### config.mk
export PLATFORM = sky130hd
export DESIGN_NAME = idli_uart_tx
export DESIGN_NICKNAME = d
export VERILOG_FILES = /design/src/rtl/idli_uart_tx.sv
export SDC_FILE = /design/constraint.sdc
export NUM_CORES = 1
export LEC_CHECK = 0
export CAP_MARGIN = 25
export CORE_MARGIN = 10
export CORE_UTILIZATION = 30
export CTS_BUF_LIST = sky130_fd_sc_hd__clkbuf_16
export DETAILED_ROUTE_END_ITERATION = 7
export SETUP_SLACK_MARGIN = 0.02
export SLEW_MARGIN = 25
export SYNTH_ARGS = -nofsm -noshare
export SYNTH_HDL_FRONTEND = slang
export SYNTH_SLANG_ARGS = --single-unit
### constraint.sdc
create_clock -name i_clk -period 4.8 [get_ports i_clk]
set_clock_uncertainty 0.2 [all_clocks]
set_input_delay 0.96 -clock i_clk [delete_from_list [all_inputs] [get_ports i_clk]]
set_output_delay 0.96 -clock i_clk [all_outputs]
set_load 0.03 [all_outputs]
### src/rtl/idli_uart_tx.sv
// idli_uart_tx: nibble-serial write port feeding a 16-bit UART transmitter.
//
// A 16-bit word arrives as four 4-bit slices over four consecutive cycles. The
// slice index comes from the core cycle counter. A complete word lands in a
// single-entry holding register. The transmitter copies that register into a
// shift register and sends it as two 8N1 frames, low byte first, with no gap
// between them.
//
// Parameters
//   CLKS_PER_BIT : clock cycles per UART bit period (2..65535)
//
// Ports
//   i_clk     : clock, all state updates on the rising edge
//   i_rst     : synchronous active-high reset
//   i_wr_vld  : write slice present this cycle
//   i_wr_data : 4-bit write slice, least significant slice first
//   i_ctr     : core cycle counter, slice index 0..3
//   o_busy    : holding register full, a new write would be dropped
//   o_active  : transmitter is sending (START, DATA or STOP)
//   o_ovf     : one-cycle pulse, a write was dropped
//   o_tx      : UART serial line, idle high

module idli_uart_tx #(
   parameter int unsigned CLKS_PER_BIT = 16
) (
   input  logic       i_clk,
   input  logic       i_rst,
   input  logic       i_wr_vld,
   input  logic [3:0] i_wr_data,
   input  logic [1:0] i_ctr,
   output logic       o_busy,
   output logic       o_active,
   output logic       o_ovf,
   output logic       o_tx
);

   localparam int unsigned     CntW   = $clog2(CLKS_PER_BIT);
   localparam logic [CntW-1:0] CntMax = CntW'(CLKS_PER_BIT - 1);

   typedef enum logic [1:0] {
      StIdle,
      StStart,
      StData,
      StStop
   } state_e;

   // Transmitter state
   state_e          state_q, state_d;
   logic [CntW-1:0] cnt_q, cnt_d;
   logic [2:0]      bit_idx_q, bit_idx_d;
   logic            byte_sel_q, byte_sel_d;
   logic [15:0]     shift_q, shift_d;

   // Holding register and write sequencing
   logic [15:0]     hold_q, hold_d;
   logic            hold_vld_q, hold_vld_d;
   logic            wr_open_q, wr_open_d;
   logic [1:0]      wr_ctr_q, wr_ctr_d;
   logic            ovf_q, ovf_d;

   logic            wr_done;
   logic            load;
   logic            bit_end;

   assign bit_end = (cnt_q == CntMax);

   // -------------------------------------------------------------------------
   // Write sequencing
   // -------------------------------------------------------------------------
   // Slices are written straight into the holding register. That is safe
   // because a write can only open while hold_vld is clear, so the transmitter
   // never reads a half-written word. A slice 0 always starts a new write,
   // even if another write is still open.
   always_comb begin
      hold_d    = hold_q;
      wr_open_d = wr_open_q;
      wr_ctr_d  = wr_ctr_q;
      ovf_d     = 1'b0;
      wr_done   = 1'b0;

      if (i_wr_vld && (i_ctr == 2'd0)) begin
         if (hold_vld_q) begin
            // Holding register still full: drop the whole write.
            ovf_d     = 1'b1;
            wr_open_d = 1'b0;
         end else begin
            hold_d[3:0] = i_wr_data;
            wr_open_d   = 1'b1;
            wr_ctr_d    = 2'd1;
         end
      end else if (wr_open_q) begin
         if (i_wr_vld && (i_ctr == wr_ctr_q)) begin
            case (i_ctr)
               2'd1:    hold_d[7:4]   = i_wr_data;
               2'd2:    hold_d[11:8]  = i_wr_data;
               2'd3:    hold_d[15:12] = i_wr_data;
               default: hold_d[3:0]   = i_wr_data;
            endcase
            if (i_ctr == 2'd3) begin
               wr_done   = 1'b1;
               wr_open_d = 1'b0;
            end else begin
               wr_ctr_d = wr_ctr_q + 2'd1;
            end
         end else begin
            // Gap or out-of-order slice: abandon without publishing.
            wr_open_d = 1'b0;
         end
      end
   end

   // -------------------------------------------------------------------------
   // Transmitter FSM
   // -------------------------------------------------------------------------
   always_comb begin
      state_d    = state_q;
      cnt_d      = cnt_q;
      bit_idx_d  = bit_idx_q;
      byte_sel_d = byte_sel_q;
      shift_d    = shift_q;
      load       = 1'b0;

      case (state_q)
         StIdle: begin
            if (hold_vld_q) begin
               load       = 1'b1;
               shift_d    = hold_q;
               byte_sel_d = 1'b0;
               cnt_d      = '0;
               bit_idx_d  = '0;
               state_d    = StStart;
            end
         end

         StStart: begin
            if (bit_end) begin
               cnt_d   = '0;
               state_d = StData;
            end else begin
               cnt_d = cnt_q + CntW'(1);
            end
         end

         StData: begin
            if (bit_end) begin
               cnt_d = '0;
               // After eight shifts of the low byte, shift_q[7:0] holds the high byte.
               shift_d = {1'b0, shift_q[15:1]};
               if (bit_idx_q == 3'd7) begin
                  bit_idx_d = '0;
                  state_d   = StStop;
               end else begin
                  bit_idx_d = bit_idx_q + 3'd1;
               end
            end else begin
               cnt_d = cnt_q + CntW'(1);
            end
         end

         StStop: begin
            if (bit_end) begin
               cnt_d = '0;
               if (!byte_sel_q) begin
                  byte_sel_d = 1'b1;
                  state_d    = StStart;
               end else begin
                  state_d = StIdle;
               end
            end else begin
               cnt_d = cnt_q + CntW'(1);
            end
         end

         default: begin
            state_d = StIdle;
         end
      endcase
   end

   // A load and a write completion never happen in the same cycle: a
   // completing write opened with hold_vld clear, and a load needs it set.
   always_comb begin
      hold_vld_d = hold_vld_q;
      if (load) begin
         hold_vld_d = 1'b0;
      end
      if (wr_done) begin
         hold_vld_d = 1'b1;
      end
   end

   // -------------------------------------------------------------------------
   // State registers
   // -------------------------------------------------------------------------
   always_ff @(posedge i_clk) begin
      if (i_rst) begin
         state_q    <= StIdle;
         cnt_q      <= '0;
         bit_idx_q  <= '0;
         byte_sel_q <= 1'b0;
         shift_q    <= '0;
         hold_q     <= '0;
         hold_vld_q <= 1'b0;
         wr_open_q  <= 1'b0;
         wr_ctr_q   <= '0;
         ovf_q      <= 1'b0;
      end else begin
         state_q    <= state_d;
         cnt_q      <= cnt_d;
         bit_idx_q  <= bit_idx_d;
         byte_sel_q <= byte_sel_d;
         shift_q    <= shift_d;
         hold_q     <= hold_d;
         hold_vld_q <= hold_vld_d;
         wr_open_q  <= wr_open_d;
         wr_ctr_q   <= wr_ctr_d;
         ovf_q      <= ovf_d;
      end
   end

   // -------------------------------------------------------------------------
   // Outputs
   // -------------------------------------------------------------------------
   always_comb begin
      case (state_q)
         StStart: o_tx = 1'b0;
         StData:  o_tx = shift_q[0];
         default: o_tx = 1'b1;
      endcase
   end

   assign o_active = (state_q != StIdle);
   assign o_busy   = hold_vld_q;
   assign o_ovf    = ovf_q;

endmodule
==> results.yml <==
yosys:
  syn_avg_cell_area_sq_um: 9.00
  synth_top_family_by_area: "simple AND/OR/NAND/NOR gates"
  synth_compound_gate_area_share: 0.0855
  synth-warning-count: 0
  synth_simple_gate_area_frac: 0.315
  mappedNetlistNets: 256
  fraction_of_the_yosys_area_taken_by_sequential_cells: 0.437
  synth-xor-area-share: 0
  adder_cell_fraction_of_synth_area: 0.0465
  post_synth_inst_count: 239
  mappedNetlistArea_sq_um: 2150
  mux_contribution_to_synthesized_area: 0.0698
  number_of_storage_elements_in_the_synthesis_netlist: 47
  netlist-cell-type-count: 40
setup_path:
  timing.critical_path.from_type: "flip-flop"
  cp.arrival_ps: 2080
  crit_path_end_kind: "output port"
  worst_r2r_endpoint: "shift_q[1]"
  critPathRequiredTime_ps: 3640
  cp_max_fo: 6
  r2r_cells: 6
  timing_worst_setup_path_type: "flip-flop to output port"
  r2r_slack_ps: 2570
  capturing_element_of_the_worst_setup_path: "o_tx"
  timing.rr.start: "state_q[0]"
  worstSetupStartpoint: "state_q[0]"
sta:
  setup_violations: 0
  max_freq_mhz: 308
  fin_tns_setup_ps: 0
  fin_hold_viols: 0
  hold-worst-slack_ps: 274
  finalCritPeriodShare: 0.675
  final_period_minus_worst_setup_slack_ps: 3240
  slew-limit-headroom: 0.359
  grt_setup_unrepaired: "no"
  final_max_slew_viols: 0
  worst_pin_slew_ps: 962
worst_hold_path:
  hold_path_class: "flip-flop to flip-flop"
cells_and_area:
  antenna_cells: 0
  final_layout_size_suffix_gt1_frac: 0.114
  final_cell_area_sq_um: 2470
  final_net_count: 263
  synthToLayoutAreaGrowth_pct: 14.9
  fillCellCount: 728
  layoutNonFillerInstCount: 342
placed_design:
  detailed_place.area_sq_um: 2310
  gp_congestion: 0.771
  place.detailed.instances: 335
  portBuffers: 12
  place_hpwl_mm: 2.85
floorplanning:
  core_area_sq_um: 6870
  die_outline_area_sq_um: 11000
  start_util: 0.313
  fp.dieW_microns: 105
  die_h_microns: 105
  rows: 30
  floorplan.io_pins: 13
clocking:
  cts-root-buf: "sky130_fd_sc_hd__clkbuf_16"
  cts_htree_levels: 2
  clkLatencyLatePin_ps: 290
  numClockSinks: 47
  post_cts.resized_instances: 0
  cts_tree: "done"
  cts.repair_timing.setup_buffer_count: 0
  worst_setup_hold_path_clk_slew_ps: 60
  cts_buffer_depth: 2
  numCtsBuffers: 5
  postCtsHoldBufs: 0
drt:
  dr_total_vias: 1589
  final_antenna_net_count: 0
  drt-wirelength-per-cell_microns: 12.6
  first_pass_iteration_count_of_the_detailed_router: 4
  route.detailed.vias_per_inst: 4.65
  drc_violations_left: 0
  drt-total-wl_mm: 4.30
  drtIter0Drc: 64
job:
  drv.max_cap_violation_count: 0
global_routing:
  grtUsageTotal: 0.0807
  grt_first_pass_wirelength_mm: 7.27
  grt_pass1_vias: 1513
  grt_max_degree: 48
  globalRouteOverflowTotal: 0
  grt_antenna_before_repair: 0
pwr:
  power.ir.vdd_worst_v: 0.000165
  cellLeakagePower_nw: 0.903
  power.density_cell_area_nw_per_um2: 368
run_status:
  run_status: "complete, no violations"
-- area by class of cell --
| cell class | instances | area, sq um | share of cell area |
|---|---|---|---|
| Sequential cell | 47 | 941 | 0.381 |
| Multi-Input combinational cell | 174 | 1110 | 0.449 |
| Clock inverter | 2 | 37.5 | 0.0152 |
| Tap cell | 96 | 120 | 0.0486 |
| Clock buffer | 5 | 125 | 0.0506 |
| Inverter | 6 | 22.5 | 0.00911 |
| Timing Repair Buffer | 12 | 115 | 0.0466 |
-- where the power goes --
group,total [mW],leakage [nW],internal [mW],switching [mW]
Combinational,0.123,0.448,0.0455,0.0774
Clock,0.387,0.0759,0.243,0.145
Sequential,0.400,0.379,0.396,0.00473
Total,0.910,0.903,0.684,0.227
-- stage by stage --
step	power (mW)	setup WS (ps)	utilization
after global placement	0.531	1900	0.336
final	0.910	1560	0.360
after detailed placement	0.532	1860	0.336
after CTS	0.921	1530	0.360
after floorplan	0.501	2280	-
after global routing	0.945	1420	0.360
-- worst min-delay path by stage --
stage,startpoint,end,slack [ps],cells after the start
floorplan,shift_q[15],shift_q[15],250,2
global placement,bit_idx_q[1],bit_idx_q[1],260,2
detailed placement,bit_idx_q[1],bit_idx_q[1],270,2
CTS,bit_idx_q[1],bit_idx_q[1],280,2
global route,hold_q[12],hold_q[12],310,2
finish,bit_idx_q[1],bit_idx_q[1],270,2
-- flip-flops by register name, summed over array words and instances, names as in the netlist --
signal,cells
hold_q,16
shift_q,16
cnt_q,4
bit_idx_q,3
state_q,2
wr_ctr_q,2
byte_sel_q,1
o_busy,1
o_ovf,1
wr_open_q,1
-- cells in the mapped netlist (all sizes together) --
library cell / n / area, sq um
dfxtp: 47 / 941
o2bb2ai: 1 / 8.76
or3: 1 / 6.26
clkbuf: 3 / 11.3
nor4: 17 / 184
a211oi: 1 / 7.51
nand4: 2 / 18.8
or4b: 1 / 10.0
a31oi: 1 / 6.26
mux2i: 15 / 150
a311oi: 1 / 8.76
nor3b: 1 / 7.51
o22ai: 1 / 6.26
nand3b: 1 / 11.3
o221a: 1 / 11.3
a21oi: 14 / 70.1
nand3: 8 / 52.6
and3: 1 / 6.26
nor3: 8 / 50.1
nand2: 8 / 30.0
nor4b: 1 / 8.76
inv: 6 / 22.5
nor2: 69 / 259
buf: 9 / 66.3
o21ai: 7 / 35.0
o31ai: 1 / 21.3
nand2b: 2 / 12.5
ha: 8 / 100
a221oi: 1 / 8.76
nor2b: 2 / 20.0
-- cells by family after synthesis --
logic type / count (synthesis)
AOI/OAI and AO/OA: 29
muxes: 15
adders and majority gates: 8
DFF: 47
buffers and inverters: 18
and+or+nand+nor: 122
-- critical path, stage by stage (launching register included) --
cell                              delay [ps]
sky130_fd_sc_hd__dfxtp_1                 350
sky130_fd_sc_hd__inv_1                   100
sky130_fd_sc_hd__ha_1                    310
sky130_fd_sc_hd__inv_2                   150
sky130_fd_sc_hd__nor2_1                   50
sky130_fd_sc_hd__a21oi_1                 130
sky130_fd_sc_hd__clkdlybuf4s50_1         690
-- placed cells by master (no fill, tap or decap), types with 2 or more instances in the layout --
cell and count:
sky130_fd_sc_hd__nor2_1 69, sky130_fd_sc_hd__dfxtp_1 47, sky130_fd_sc_hd__mux2i_1 15, sky130_fd_sc_hd__a21oi_1 14, sky130_fd_sc_hd__clkdlybuf4s50_1 11, sky130_fd_sc_hd__nor4_2 10, sky130_fd_sc_hd__nand2_1 8, sky130_fd_sc_hd__ha_1 8
sky130_fd_sc_hd__o21ai_0 7, sky130_fd_sc_hd__nand3_1 7, sky130_fd_sc_hd__nor3_1 6, sky130_fd_sc_hd__nor4_1 6, sky130_fd_sc_hd__inv_1 5, sky130_fd_sc_hd__clkbuf_16 5, sky130_fd_sc_hd__nand2b_1 2, sky130_fd_sc_hd__nor3_2 2
-- layer usage --
layer  share of wire  vias to the layer above  GRT usage
li1                -                      841          -
met1            0.52                      725      0.109
met2            0.43                       15      0.113
met3           0.027                        8     0.0221
met4           0.021                        0     0.0441
met5               0                        -          0
(Power assumes the default switching activity.)
